**src/rtl/lsu_pkg.sv**
```systemverilog
// Shared encodings, FSM states and access-size helpers for the load/store unit.
package lsu_pkg;

  localparam logic [1:0] SZ_BYTE = 2'd0;
  localparam logic [1:0] SZ_HALF = 2'd1;
  localparam logic [1:0] SZ_WORD = 2'd2;

  typedef enum logic [1:0] {
    IDLE  = 2'd0,
    BEAT0 = 2'd1,
    BEAT1 = 2'd2,
    DONE  = 2'd3
  } lsu_state_e;

  // One bit per byte touched by the access; size 3 behaves as a word.
  function automatic logic [3:0] byte_mask(input logic [1:0] size);
    logic [3:0] m;
    case (size)
      SZ_BYTE: m = 4'h1;
      SZ_HALF: m = 4'h3;
      SZ_WORD: m = 4'hF;
      default: m = 4'hF;
    endcase
    return m;
  endfunction

endpackage

```
**src/rtl/lsu_lane_align.sv**
```systemverilog
// Combinational lane steering: byte-lane masks, store-data shifts per beat,
// and load-data merge plus sign/zero extension.
module lsu_lane_align
  import lsu_pkg::*;
(
  input  logic [1:0]  off,
  input  logic [1:0]  size,
  input  logic        sign_ext,
  input  logic [31:0] st_data,
  input  logic [31:0] rd_data,
  input  logic [31:0] rd_acc,
  input  logic        second_beat,
  output logic [7:0]  lane_mask,
  output logic        split,
  output logic [31:0] st_beat0,
  output logic [31:0] st_beat1,
  output logic [31:0] rd_raw,
  output logic [31:0] rd_ext
);

  logic [5:0] sh0;
  logic [5:0] sh1;

  always_comb begin
    sh0       = 6'({off, 3'b000});
    sh1       = 6'd32 - sh0;
    lane_mask = 8'(byte_mask(size)) << off;
    split     = |lane_mask[7:4];
    st_beat0  = st_data << sh0;
    st_beat1  = st_data >> sh1;

    // The second beat supplies the upper bytes that spilled past the word.
    if (second_beat) begin
      rd_raw = rd_acc | (rd_data << sh1);
    end else begin
      rd_raw = rd_data >> sh0;
    end

    case (size)
      SZ_BYTE: rd_ext = {{24{sign_ext & rd_raw[7]}}, rd_raw[7:0]};
      SZ_HALF: rd_ext = {{16{sign_ext & rd_raw[15]}}, rd_raw[15:0]};
      default: rd_ext = rd_raw;
    endcase
  end

endmodule

```
**src/rtl/load_store_unit.sv**
```systemverilog
// Load/store unit: turns one execution-unit request into one or two Wishbone
// classic beats and returns load results as a register-file write.
module load_store_unit
  import lsu_pkg::*;
#(
  parameter int unsigned NUM_REGS = 64
) (
  input  logic                        wb_clk_i,
  input  logic                        rst,
  input  logic                        is_load,
  input  logic                        is_store,
  input  logic [31:0]                 address,
  input  logic [1:0]                  loadstore_size,
  input  logic                        sign_extend,
  input  logic [$clog2(NUM_REGS)-1:0] loadstore_dest,
  input  logic [31:0]                 store_data,
  output logic                        busy,
  output logic                        wbm_cyc_o,
  output logic                        wbm_stb_o,
  output logic                        wbm_we_o,
  output logic [31:0]                 wbm_adr_o,
  output logic [3:0]                  wbm_sel_o,
  output logic [31:0]                 wbm_dat_o,
  input  logic [31:0]                 wbm_dat_i,
  input  logic                        wbm_ack_i,
  output logic                        ld_valid,
  output logic [$clog2(NUM_REGS)-1:0] ld_idx,
  output logic [31:0]                 ld_val,
  output logic [1:0]                  ld_mask
);

  localparam int unsigned IDX_W = $clog2(NUM_REGS);

  lsu_state_e       state_q, state_d;
  logic [31:0]      addr_q, addr_d;
  logic [1:0]       size_q, size_d;
  logic             sext_q, sext_d;
  logic [IDX_W-1:0] dest_q, dest_d;
  logic [31:0]      sdata_q, sdata_d;
  logic             store_q, store_d;
  logic [31:0]      acc_q, acc_d;

  logic             cyc_q, cyc_d;
  logic             stb_q, stb_d;
  logic             we_q, we_d;
  logic [31:0]      adr_q, adr_d;
  logic [3:0]       sel_q, sel_d;
  logic [31:0]      dato_q, dato_d;
  logic             ldv_q, ldv_d;
  logic [IDX_W-1:0] ldidx_q, ldidx_d;
  logic [31:0]      ldval_q, ldval_d;
  logic [1:0]       ldmask_q, ldmask_d;

  logic             req_c;
  logic             in_idle_c;
  logic             finish_c;
  logic [1:0]       al_off_c;
  logic [1:0]       al_size_c;
  logic [31:0]      al_sdata_c;
  logic [7:0]       lane_mask;
  logic             split;
  logic [31:0]      st_beat0;
  logic [31:0]      st_beat1;
  logic [31:0]      rd_raw;
  logic [31:0]      rd_ext;

  // In IDLE the first beat is set up straight from the request inputs.
  always_comb begin
    req_c      = is_load | is_store;
    in_idle_c  = (state_q == IDLE);
    al_off_c   = in_idle_c ? address[1:0]   : addr_q[1:0];
    al_size_c  = in_idle_c ? loadstore_size : size_q;
    al_sdata_c = in_idle_c ? store_data     : sdata_q;
  end

  lsu_lane_align u_align (
    .off         (al_off_c),
    .size        (al_size_c),
    .sign_ext    (sext_q),
    .st_data     (al_sdata_c),
    .rd_data     (wbm_dat_i),
    .rd_acc      (acc_q),
    .second_beat (state_q == BEAT1),
    .lane_mask   (lane_mask),
    .split       (split),
    .st_beat0    (st_beat0),
    .st_beat1    (st_beat1),
    .rd_raw      (rd_raw),
    .rd_ext      (rd_ext)
  );

  always_comb begin
    state_d  = state_q;
    addr_d   = addr_q;
    size_d   = size_q;
    sext_d   = sext_q;
    dest_d   = dest_q;
    sdata_d  = sdata_q;
    store_d  = store_q;
    acc_d    = acc_q;
    cyc_d    = cyc_q;
    stb_d    = stb_q;
    we_d     = we_q;
    adr_d    = adr_q;
    sel_d    = sel_q;
    dato_d   = dato_q;
    ldv_d    = 1'b0;
    ldidx_d  = ldidx_q;
    ldval_d  = ldval_q;
    ldmask_d = ldmask_q;
    finish_c = 1'b0;

    case (state_q)
      IDLE: begin
        if (req_c) begin
          addr_d  = address;
          size_d  = loadstore_size;
          sext_d  = sign_extend;
          dest_d  = loadstore_dest;
          sdata_d = store_data;
          store_d = is_store & ~is_load;
          acc_d   = 32'h0;
          state_d = BEAT0;
          cyc_d   = 1'b1;
          stb_d   = 1'b1;
          we_d    = is_store & ~is_load;
          adr_d   = {address[31:2], 2'b00};
          sel_d   = lane_mask[3:0];
          dato_d  = st_beat0;
        end
      end
      BEAT0: begin
        if (wbm_ack_i) begin
          acc_d = rd_raw;
          if (split) begin
            state_d = BEAT1;
            adr_d   = {addr_q[31:2] + 30'd1, 2'b00};
            sel_d   = lane_mask[7:4];
            dato_d  = st_beat1;
          end else begin
            finish_c = 1'b1;
          end
        end
      end
      BEAT1: begin
        if (wbm_ack_i) begin
          finish_c = 1'b1;
        end
      end
      default: begin
        state_d = IDLE;
      end
    endcase

    // Last ack: release the bus and, for loads, post the register write.
    if (finish_c) begin
      state_d = DONE;
      cyc_d   = 1'b0;
      stb_d   = 1'b0;
      we_d    = 1'b0;
      sel_d   = 4'h0;
      if (!store_q) begin
        ldv_d    = 1'b1;
        ldidx_d  = dest_q;
        ldval_d  = rd_ext;
        ldmask_d = 2'b11;
      end
    end
  end

  always_ff @(posedge wb_clk_i) begin
    if (rst) begin
      state_q  <= IDLE;
      addr_q   <= 32'h0;
      size_q   <= 2'b00;
      sext_q   <= 1'b0;
      dest_q   <= '0;
      sdata_q  <= 32'h0;
      store_q  <= 1'b0;
      acc_q    <= 32'h0;
      cyc_q    <= 1'b0;
      stb_q    <= 1'b0;
      we_q     <= 1'b0;
      adr_q    <= 32'h0;
      sel_q    <= 4'h0;
      dato_q   <= 32'h0;
      ldv_q    <= 1'b0;
      ldidx_q  <= '0;
      ldval_q  <= 32'h0;
      ldmask_q <= 2'b00;
    end else begin
      state_q  <= state_d;
      addr_q   <= addr_d;
      size_q   <= size_d;
      sext_q   <= sext_d;
      dest_q   <= dest_d;
      sdata_q  <= sdata_d;
      store_q  <= store_d;
      acc_q    <= acc_d;
      cyc_q    <= cyc_d;
      stb_q    <= stb_d;
      we_q     <= we_d;
      adr_q    <= adr_d;
      sel_q    <= sel_d;
      dato_q   <= dato_d;
      ldv_q    <= ldv_d;
      ldidx_q  <= ldidx_d;
      ldval_q  <= ldval_d;
      ldmask_q <= ldmask_d;
    end
  end

  // busy drops in DONE so the pipeline retires on that edge.
  assign busy = (in_idle_c & req_c) | (state_q == BEAT0) | (state_q == BEAT1);

  assign wbm_cyc_o = cyc_q;
  assign wbm_stb_o = stb_q;
  assign wbm_we_o  = we_q;
  assign wbm_adr_o = adr_q;
  assign wbm_sel_o = sel_q;
  assign wbm_dat_o = dato_q;
  assign ld_valid  = ldv_q;
  assign ld_idx    = ldidx_q;
  assign ld_val    = ldval_q;
  assign ld_mask   = ldmask_q;

endmodule

```
**config.mk**
```make
export PLATFORM = sky130hd
export DESIGN_NAME = load_store_unit
export DESIGN_NICKNAME = d
export VERILOG_FILES = /design/src/rtl/lsu_pkg.sv /design/src/rtl/lsu_lane_align.sv /design/src/rtl/load_store_unit.sv
export SDC_FILE = /design/constraint.sdc
export NUM_CORES = 1
export LEC_CHECK = 0
export ABC_CLOCK_PERIOD_IN_PS = 5700
export BUFFER_PORTS_ARGS = -buffer_cell sky130_fd_sc_hd__clkbuf_2
export CAP_MARGIN = 20
export CORE_ASPECT_RATIO = 0.75
export CORE_MARGIN = 2
export CORE_UTILIZATION = 50
export CTS_CLUSTER_DIAMETER = 30
export CTS_CLUSTER_SIZE = 30
export DETAILED_ROUTE_END_ITERATION = 6
export GPL_TIMING_DRIVEN = 0
export MAX_ROUTING_LAYER = met4
export PLACE_DENSITY = 0.73
export SLEW_MARGIN = 20
export SYNTH_ARGS = -nofsm -noshare
export SYNTH_HDL_FRONTEND = slang
export SYNTH_SLANG_ARGS = --single-unit
export TNS_END_PERCENT = 5
```
**constraint.sdc**
```tcl
create_clock -name wb_clk_i -period 5.7 [get_ports wb_clk_i]
set_input_delay 0.285 -clock wb_clk_i [delete_from_list [all_inputs] [get_ports wb_clk_i]]
set_output_delay 0.285 -clock wb_clk_i [all_outputs]
set_load 0.005 [all_outputs]
```
**Word-level counts from Yosys, hierarchy flattened**

Cells that the tools add are included.

- Output and inout port bits: 113
- Input port bits: 110
- Logic and storage cells: 87
- Register bits: 218

- Shifts and indexed selects: 5
- Bitwise gates (word level): 11
- Muxes and demuxes: 31
- Add/subtract/negate cells: 2
- Eq/ne operators: 10
- Reductions and logical operators: 11

Operators with widths:

| cell | count |
|---|---|
| 2-to-1 mux 32 bit | 10 |
| one-hot mux 32 bit (2 select lines) | 4 |
| bitwise OR 32 bit | 1 |
| << shifter 32 x 5 -> 32 bit | 1 |
| << shifter 32 x 6 -> 32 bit | 1 |
| right shift 32 x 5 -> 32 bit | 1 |
| right shift 32 x 6 -> 32 bit | 1 |
| adder 30 x 1 -> 30 bit, second input constant | 1 |
| one-hot mux 4 bit (2 select lines) | 2 |
| 2-to-1 mux 2 bit | 6 |
| 2-to-1 mux 4 bit | 3 |
| != test 2 bit, second input constant | 4 |
| AND reduction 4 bit | 2 |
| << shifter 4 x 2 -> 8 bit | 1 |
| != test 3 bit, second input constant | 2 |
| one-hot mux 2 bit (3 select lines) | 1 |
| subtractor 6 x 5 -> 6 bit, first input constant | 1 |
| AND 1 bit | 4 |
| equality test 2 x 1 -> 1 bit, second input constant | 2 |
| zero test 2 bit | 2 |
| 2-to-1 mux 1 bit | 4 |
| AND reduction 2 bit | 2 |
| OR reduction 2 bit | 2 |
| OR reduction 4 bit | 1 |
| other kinds (7) | 11 |

**Depth between registers and ports, before layout**

Gate-level depths: netlist of the first run.

- Depth in word-level cells: 11
- Mapped depth: 17
- Gate-level depth less buffers: 10

**By module**

A second synthesis of the first run with hierarchy kept.

- Cells, all modules: 1551
- Area, all modules: 12069.1 µm²

Modules (own cells, without submodules):

| module | cells an instance | instances | sequential area each (µm²) | area each (µm²) |
|---|---|---|---|---|
| load_store_unit | 1117 | 1 | 4324.1 | 9177.6 |
| lsu_lane_align | 434 | 1 | 0.0 | 2891.5 |

**Least setup slack after synthesis of the first run**

No wires, ideal clock.

- Path kind: register to register
- Start point: reg state_q[0]
- End point: reg ldval_q[29], in the netlist ld_val[29]
- Setup slack: 2.071 ns
- Cell stages (with the launch flop): 17
- Setup time: 0.091 ns
- Data required time: 5.609 ns
- Arrival: 3.538 ns
- Path through: dfxtp_1 inv_1 ha_1 buf_4 mux2_4 inv_4 buf_2 buf_2 buf_2 ha_1 clkbuf_1 or2_2 clkbuf_1 o21ai_1 nand4_1 buf_2 a311oi_1

- Longest elaborated chain between the ends: 10

Ends and longest elaborated chain:

| what | RTL line | text |
|---|---|---|
| start, declared | load_store_unit.sv:34 | `lsu_state_e state_q, state_d;` |
| start signal, assigned | load_store_unit.sv:192 | `state_q <= state_d;` |
| branches (longest 10 deep; another with subtractor 6 x 5 -> 6 bit) | - |  |
| end signal, assigned | load_store_unit.sv:208 | `ldval_q <= ldval_d;` |
| end, declared | load_store_unit.sv:51 | `logic [31:0] ldval_q, ldval_d;` |

Parallel ways; which one is timed is not known.
A chain may end at the register's enable or synchronous reset.

**Worst setup path in the final report of the first run**

- Start point: reg state_q[0]
- End point: reg ldval_q[20], in the netlist ld_val[20]

Same word-level chain as after synthesis.

==> impl_metrics.py, run 1 <==
metrics = {
    "status": {
        "status": "finished, violations left",
        "failed_checks": "hold timing",
    },
    "clock_network": {
        "cts_root_buf": "clkbuf_16",
        "cts_setup_buffers": 0,
        "numCtsBuffers": 41,
        "cts.sink_count": 216,
        "cts_tree": "built",
        "clk-insertion-delay-late_ps": 550,
        "htreeDepth": 2,
        "ctsResizeCount": 0,
        "cts_hold_buf": 52,
        "clk_path_buf_depth": 3,
        "clk_pin_slew_ps": 50,
    },
    "sta": {
        "rsz0062_at_grt": "no",
        "whs_ps": -2.95,
        "finalCriticalPeriod_ps": 5080,
        "worst_slew_pin_slew_ps": 900,
        "finalSetupViolCount": 0,
        "worst_clock_skew_ps": 16.2,
        "final_hold_viol_count": 2,
        "finalCritPeriodShare_pct": 89.0,
        "max_freq_mhz": 197,
        "setup-tns-final_ps": 0,
        "drv_slew": 0,
        "finalWorstSetupSlack_ps": 625,
        "slew-limit-headroom_pct": 40.0,
    },
    "floorplan": {
        "dieWidth_um": 181,
        "dieHeight_um": 136,
        "core-area_mm2": 0.0230,
        "row_count": 48,
        "io_pins": 223,
        "dieArea_mm2": 0.0246,
        "start_util_pct": 50.9,
    },
    "critical_path": {
        "path_cells": "inv_1 > ha_1 > buf_4 > mux2_4 > inv_4 > buf_2 > buf_2 > buf_2 > ha_1 > clkbuf_1 > nor2_1 > clkbuf_1 > clkbuf_1 > nand3_1 > nand3_1 > a21oi_1 > a311oi_1",
        "worst_setup_path_start_kind": "flop",
        "crit_type": "flop to flop",
        "r2r-end": "ld_val[20]",
        "r2r-start": "state_q[0]",
        "rrSetupSlack_ps": 620,
        "r2r_cells": 17,
        "crit_start": "state_q[0]",
        "arrival_ps": 5520,
        "crit_path_end_kind": "flop",
        "cp_top_family": "buffers and inverters",
        "cp_data_required_time_ps": 6140,
        "crit_slowest_cell": "clkbuf_1",
        "cp.buffers_inverters": 9,
        "slowest_delay_ps": 560,
        "cp_max_fo": 10,
    },
    "placement": {
        "dp_hpwl_um": 38200,
        "io_buffers": 219,
        "place_congestion": 1.04,
        "place_ws_ps": 890,
    },
    "layout": {
        "syn_to_final_growth_pct": 29.7,
        "final_nets": 1949,
        "drive_gt1_share_pct": 20.6,
        "antenna_cells": 0,
    },
    "route": {
        "via_count": 13920,
        "wl_um": 52400,
        "drt-vias-per-instance": 6.44,
        "wire_per_inst_um": 24.2,
        "dr.pass1.iters": 7,
        "ant_nets": 0,
        "drt-initial-drc-count": 1949,
        "drc": 0,
    },
    "synthesis": {
        "syn_area_per_cell_um2": 7.70,
        "synth.distinct_cells": 67,
        "seq_area_frac_synth_pct": 37.0,
        "synth_ff_type": "dfxtp_1",
        "synth_warnings": 0,
        "syn_area_mm2": 0.0117,
        "synth-edff-count": 0,
        "ys_seq_elements": 216,
        "synth-async-reset-ratio_pct": 0,
        "synthCells": 1519,
    },
    "min_path": {
        "hold_depth": 3,
        "worst_hold_startpoint": "store_data[7]",
        "min_to": "sdata_q[7]",
        "hold_class": "input pin to flop",
    },
    "global_route": {
        "grt.overflow.total": 0,
        "track_usage_pct": 41.9,
        "antenna_found_initial": 0,
        "grt_pass1_wl_um": 76600,
        "grt_max_degree": 13,
        "grt_pass1_vias": 12523,
    },
    "run": {
        "cap_violations": 0,
    },
    "power_and_ir_drop": {
        "vdd_drop_max_v": 0.000341,
        "p_leak_nw": 6.10,
        "power.density_mw_per_mm2": 652,
    },
}
[power breakdown]
group / internal (W) / switching (W) / leakage [nW]
registers: 0.00192 / 0.000270 / 1.77
clock network: 0.00174 / 0.000875 / 0.722
logic: 0.00158 / 0.00349 / 3.61
total: 0.00525 / 0.00464 / 6.10
[cell usage after synthesis (all sizes together) (9+ instances only)]
cell type | count | area share, %
buf | 52 | 2.3
a211oi | 25 | 1.7
o211ai | 21 | 1.3
a32oi | 11 | 0.82
nand4 | 20 | 1.1
xnor2 | 11 | 0.82
and3 | 9 | 0.48
xor2 | 11 | 0.82
mux2i | 69 | 5.9
nand3 | 78 | 3.3
inv | 13 | 0.44
nand2 | 235 | 7.5
nor2 | 151 | 4.8
mux2 | 36 | 3.6
a22oi | 14 | 0.90
a21oi | 170 | 7.3
a311oi | 16 | 1.2
clkbuf | 88 | 2.8
a31oi | 45 | 2.4
nor3 | 20 | 0.86
dfxtp | 216 | 37
o21ai | 99 | 4.2
[kinds of logic (layout without fill, tap and decap cells)]
logic type	after synthesis	in the layout	synth area share, %
flip-flops	216	216	37.0
multiplexers	108	108	10.0
AND/OR/NAND/NOR	548	548	20.7
XOR/XNOR	22	22	1.65
buffers and inverters	155	498	5.62
AO/OA/AOI/OAI	464	464	24.5
adder cells (fa/ha/maj)	5	5	0.535
other	1	2	0.0321
[registers in the layout (all words and copies together), names as in the netlist]
name       cells
ld_mask        1
dest_q         6
wbm_stb_o      1
wbm_adr_o     30
ld_val        32
wbm_dat_o     32
wbm_sel_o      4
ld_valid       1
size_q         2
ld_idx         6
wbm_we_o       1
sdata_q       32
store_q        1
acc_q         32
state_q        2
sext_q         1
addr_q        32
[stage by stage]
stage | cells | utilization, % | power [W] | cell area (µm²)
final | 2163 | 65.9 | 0.00989 | 15200
after global routing | 2163 | 65.9 | 0.0102 | 15200
after CTS | 2163 | 65.9 | 0.00964 | 15200
after detailed placement | 2039 | 57.3 | 0.00698 | 13200
after global placement | 2039 | 57.3 | 0.00693 | 13200
after floorplan | 1520 | - | 0.00518 | 11700
[how the worst max path moves through the flow]
stage               cells past startpoint          to  slack [ps]
finish                                 17  ld_val[20]         620
global route                           17  ld_val[20]         520
CTS                                    17  ld_val[20]         850
detailed placement                     17  ld_val[22]         890
global placement                       17  ld_val[20]         900
floorplan                              16  ld_val[29]        2070
[routing by layer]
metal | part of all wire, % | up-vias | global-route usage, %
li1 | - | 6150 | -
met1 | 43 | 6583 | 57.2
met2 | 41 | 1057 | 58.9
met3 | 13 | 130 | 13.0
met4 | 2.7 | 0 | 12.9
met5 | 0 | - | -
[final cells by class]
| cell class | count | area [µm²] |
|---|---|---|
| fillers | 1941 | 7840 |
| multi-input cells | 1149 | 6720 |
| flip-flops and latches | 216 | 4320 |
| repair buffers | 271 | 1620 |
| clock buffers | 50 | 1140 |
| plain buffers | 140 | 598 |
| well taps | 300 | 375 |
| clock inverters | 22 | 333 |
| inverters | 15 | 58.8 |
[worst register-to-register path, delay by kind of cell (launching register included)]
kind / cells / cell delay, ps
buffers and inverters: 9 / 2740
AND/OR/NAND/NOR: 3 / 670
adder cells (fa/ha/maj): 2 / 460
multiplexers: 1 / 380
AO/OA/AOI/OAI: 2 / 370
flip-flops: 1 / 330
[placed cells by master, fill, tap and decap left out, drive strengths merged, types with 4 or more instances in the layout]
cell type and count:
clkbuf 357, nand2 235, dfxtp 216, a21oi 170
nor2 151, o21ai 99, nand3 78, mux2i 69
dlygate4sd3 52, buf 52, a31oi 45, mux2 36
a211oi 25, o211ai 21, nor3 20, nand4 20
inv 17, a311oi 16, a22oi 14, a32oi 11
xor2 11, xnor2 11, clkinv 11, and3 9
a311o 8, o22ai 8, a211o 8, nor4 8
o31ai 7, nor4b 7, bufinv 7, ha 5
o41ai 4, a221oi 4, a31o 4, or2 4
Power figures use the tool's default switching activity.
==> run 2, diff against run 1 <==
--- a/config.mk
+++ b/config.mk
@@ -8,7 +8,7 @@
 export ABC_CLOCK_PERIOD_IN_PS = 5700
 export BUFFER_PORTS_ARGS = -buffer_cell sky130_fd_sc_hd__clkbuf_2
 export CAP_MARGIN = 20
-export CORE_ASPECT_RATIO = 0.75
+export CORE_ASPECT_RATIO = 0.7
 export CORE_MARGIN = 2
 export CORE_UTILIZATION = 50
 export CTS_CLUSTER_DIAMETER = 30
@@ -17,6 +17,7 @@
 export GPL_TIMING_DRIVEN = 0
 export MAX_ROUTING_LAYER = met4
 export PLACE_DENSITY = 0.73
+export SKIP_LAST_GASP = 1
 export SLEW_MARGIN = 20
 export SYNTH_ARGS = -nofsm -noshare
 export SYNTH_HDL_FRONTEND = slang
==> impl_metrics.py, run 2 (synthesized netlist as in run 1, its figures left out) <==
metrics = {
    "floorplan": {
        "io_pins": 223,
        "dieHeight_um": 132,
        "core-area_mm2": 0.0228,
        "row_count": 46,
        "dieWidth_um": 187,
        "start_util_pct": 51.3,
        "dieArea_mm2": 0.0247,
    },
    "min_path": {
        "hold_class": "input pin to flop",
        "hold_depth": 3,
        "worst_hold_startpoint": "store_data[16]",
        "min_to": "sdata_q[16]",
    },
    "sta": {
        "finalCritPeriodShare_pct": 91.8,
        "worst_clock_skew_ps": 23.4,
        "finalSetupViolCount": 0,
        "final_hold_viol_count": 1,
        "setup-tns-final_ps": 0,
        "rsz0062_at_grt": "no",
        "slew-limit-headroom_pct": 37.9,
        "whs_ps": -1.03,
        "max_freq_mhz": 191,
        "worst_slew_pin_slew_ps": 932,
        "finalCriticalPeriod_ps": 5230,
        "drv_slew": 0,
    },
    "power_and_ir_drop": {
        "p_sw_share_pct": 46.5,
        "p_int_w": 0.00528,
        "power.density_mw_per_mm2": 664,
        "pwr-share-seq_pct": 22.2,
        "combPwrFrac_pct": 50.8,
        "power_w": 0.00988,
        "clockPowerShare_pct": 27.0,
        "p_leak_nw": 5.98,
        "switchingPower_w": 0.00460,
        "vdd_drop_max_v": 0.000345,
    },
    "critical_path": {
        "cp.buffers_inverters": 8,
        "cp_data_required_time_ps": 6160,
        "arrival_ps": 5690,
        "crit_top_cell": "buf_2",
        "crit_path_end_kind": "flop",
        "r2r-start": "state_q[0]",
        "rrSetupSlack_ps": 470,
        "cp_top_family": "buffers and inverters",
        "crit_type": "flop to flop",
        "r2r-end": "wbm_dat_o[0]",
        "slowest_delay_ps": 640,
        "crit_slowest_cell": "a21oi_1",
        "worst_setup_path_start_kind": "flop",
        "path_cells": "inv_1 > ha_1 > buf_4 > mux2_4 > inv_4 > buf_2 > buf_2 > buf_2 > ha_1 > clkbuf_1 > nor2_1 > clkbuf_1 > nand2_1 > a21oi_1 > a22oi_1 > a21oi_1",
        "cp_max_fo": 10,
        "r2r_cells": 16,
    },
    "placement": {
        "place_congestion": 1.03,
        "io_buffers": 219,
        "placedCellCount": 2051,
        "dp_hpwl_um": 38400,
    },
    "clock_network": {
        "clk_path_buf_depth": 3,
        "cts_root_buf": "clkbuf_16",
        "cts_setup_buffers": 0,
        "htreeDepth": 2,
        "cts_tree": "built",
        "cts.sink_count": 216,
        "clk_pin_slew_ps": 50,
        "clk-insertion-delay-late_ps": 530,
        "numCtsBuffers": 42,
    },
    "global_route": {
        "grt_max_degree": 11,
        "antenna_found_initial": 0,
        "grt_pass1_wl_um": 76300,
        "grt.overflow.total": 0,
        "grt_pass1_vias": 12554,
        "track_usage_pct": 41.4,
    },
    "route": {
        "via_count": 13598,
        "drc": 0,
        "wl_um": 51200,
        "drt-initial-drc-count": 1812,
        "drt-vias-per-instance": 6.34,
        "wire_per_inst_um": 23.9,
        "dr.pass1.iters": 6,
        "ant_nets": 0,
    },
    "layout": {
        "fillers": 2003,
        "layout_commonest_cell": "nand2_1",
        "drive_gt1_share_pct": 21.1,
        "antenna_cells": 0,
        "syn_to_final_growth_pct": 27.2,
        "final_nets": 1916,
        "fin_cells": 2145,
        "final_cell_mix": "nand2_1, clkbuf_2, dfxtp_1, a21oi_1, nor2_1",
    },
    "status": {
        "status": "finished, violations left",
        "failed_checks": "hold timing",
    },
    "run": {
        "cap_violations": 0,
    },
}
==> run 2: worst reg2reg max path: stages (launching register included) <==
cell	delay, ps
dfxtp_1	340
inv_1	80
ha_1	200
buf_4	160
mux2_4	370
inv_4	140
buf_2	300
buf_2	400
buf_2	320
ha_1	270
clkbuf_1	240
nor2_1	290
clkbuf_1	520
nand2_1	440
a21oi_1	640
a22oi_1	260
a21oi_1	190
==> run 2: final cells by class <==
class	instances	area, µm²	share of cell area (%)
buffer	140	598	4.02
tap	312	390	2.62
sequential	216	4320	29.1
clock buffer	53	1180	7.95
inverter	15	58.8	0.395
clock inverter	23	329	2.21
timing repair buffer	237	1280	8.58
multi-input combinational	1149	6720	45.2
==> run 2: through the flow <==
step                cell area [µm²]  setup WS (ps)  utilization (%)
CTS                           14900            647             65.3
finish                        14900            466             65.3
floorplan                     11700           2070                -
global placement              13200            690             57.9
detailed placement            13200            681             57.9
global route                  14900            388             65.3
==> run 2: metal layers <==
metal | track usage (%) | vias to the layer above | share of wire [%]
li1 | - | 6079 | -
met1 | 58.9 | 6457 | 44
met2 | 54.8 | 946 | 40
met3 | 14.1 | 116 | 14
met4 | 11.4 | 0 | 2.6
met5 | - | - | 0
==> run 2: worst max-delay path by stage <==
| stage | cells past startpoint | startpoint | slack, ps | end |
|---|---|---|---|---|
| 2_1_floorplan | 16 | state_q[0] | 2070 | ld_val[29] |
| 3_3_place_gp | 16 | state_q[0] | 690 | wbm_dat_o[1] |
| 3_5_place_dp | 16 | state_q[0] | 680 | wbm_dat_o[0] |
| 4_1_cts | 16 | state_q[0] | 650 | wbm_dat_o[0] |
| 5_1_grt | 16 | state_q[0] | 390 | wbm_dat_o[0] |
| 6_report | 16 | state_q[0] | 470 | wbm_dat_o[0] |
==> run 2: what timing repair did <==
action	4_1_cts	5_1_grt
hold buffers	18	0
resized for setup	0	0
endpoints found under the hold margin	18	0
==> run 2: power by group through the flow <==
stage               combinational (W)  sequential (W)  clock [W]
floorplan                     0.00303         0.00216          0
global placement              0.00476         0.00218          0
detailed placement            0.00479         0.00220          0
CTS                           0.00482         0.00217    0.00266
global route                  0.00530         0.00223    0.00274
finish                        0.00502         0.00219    0.00267
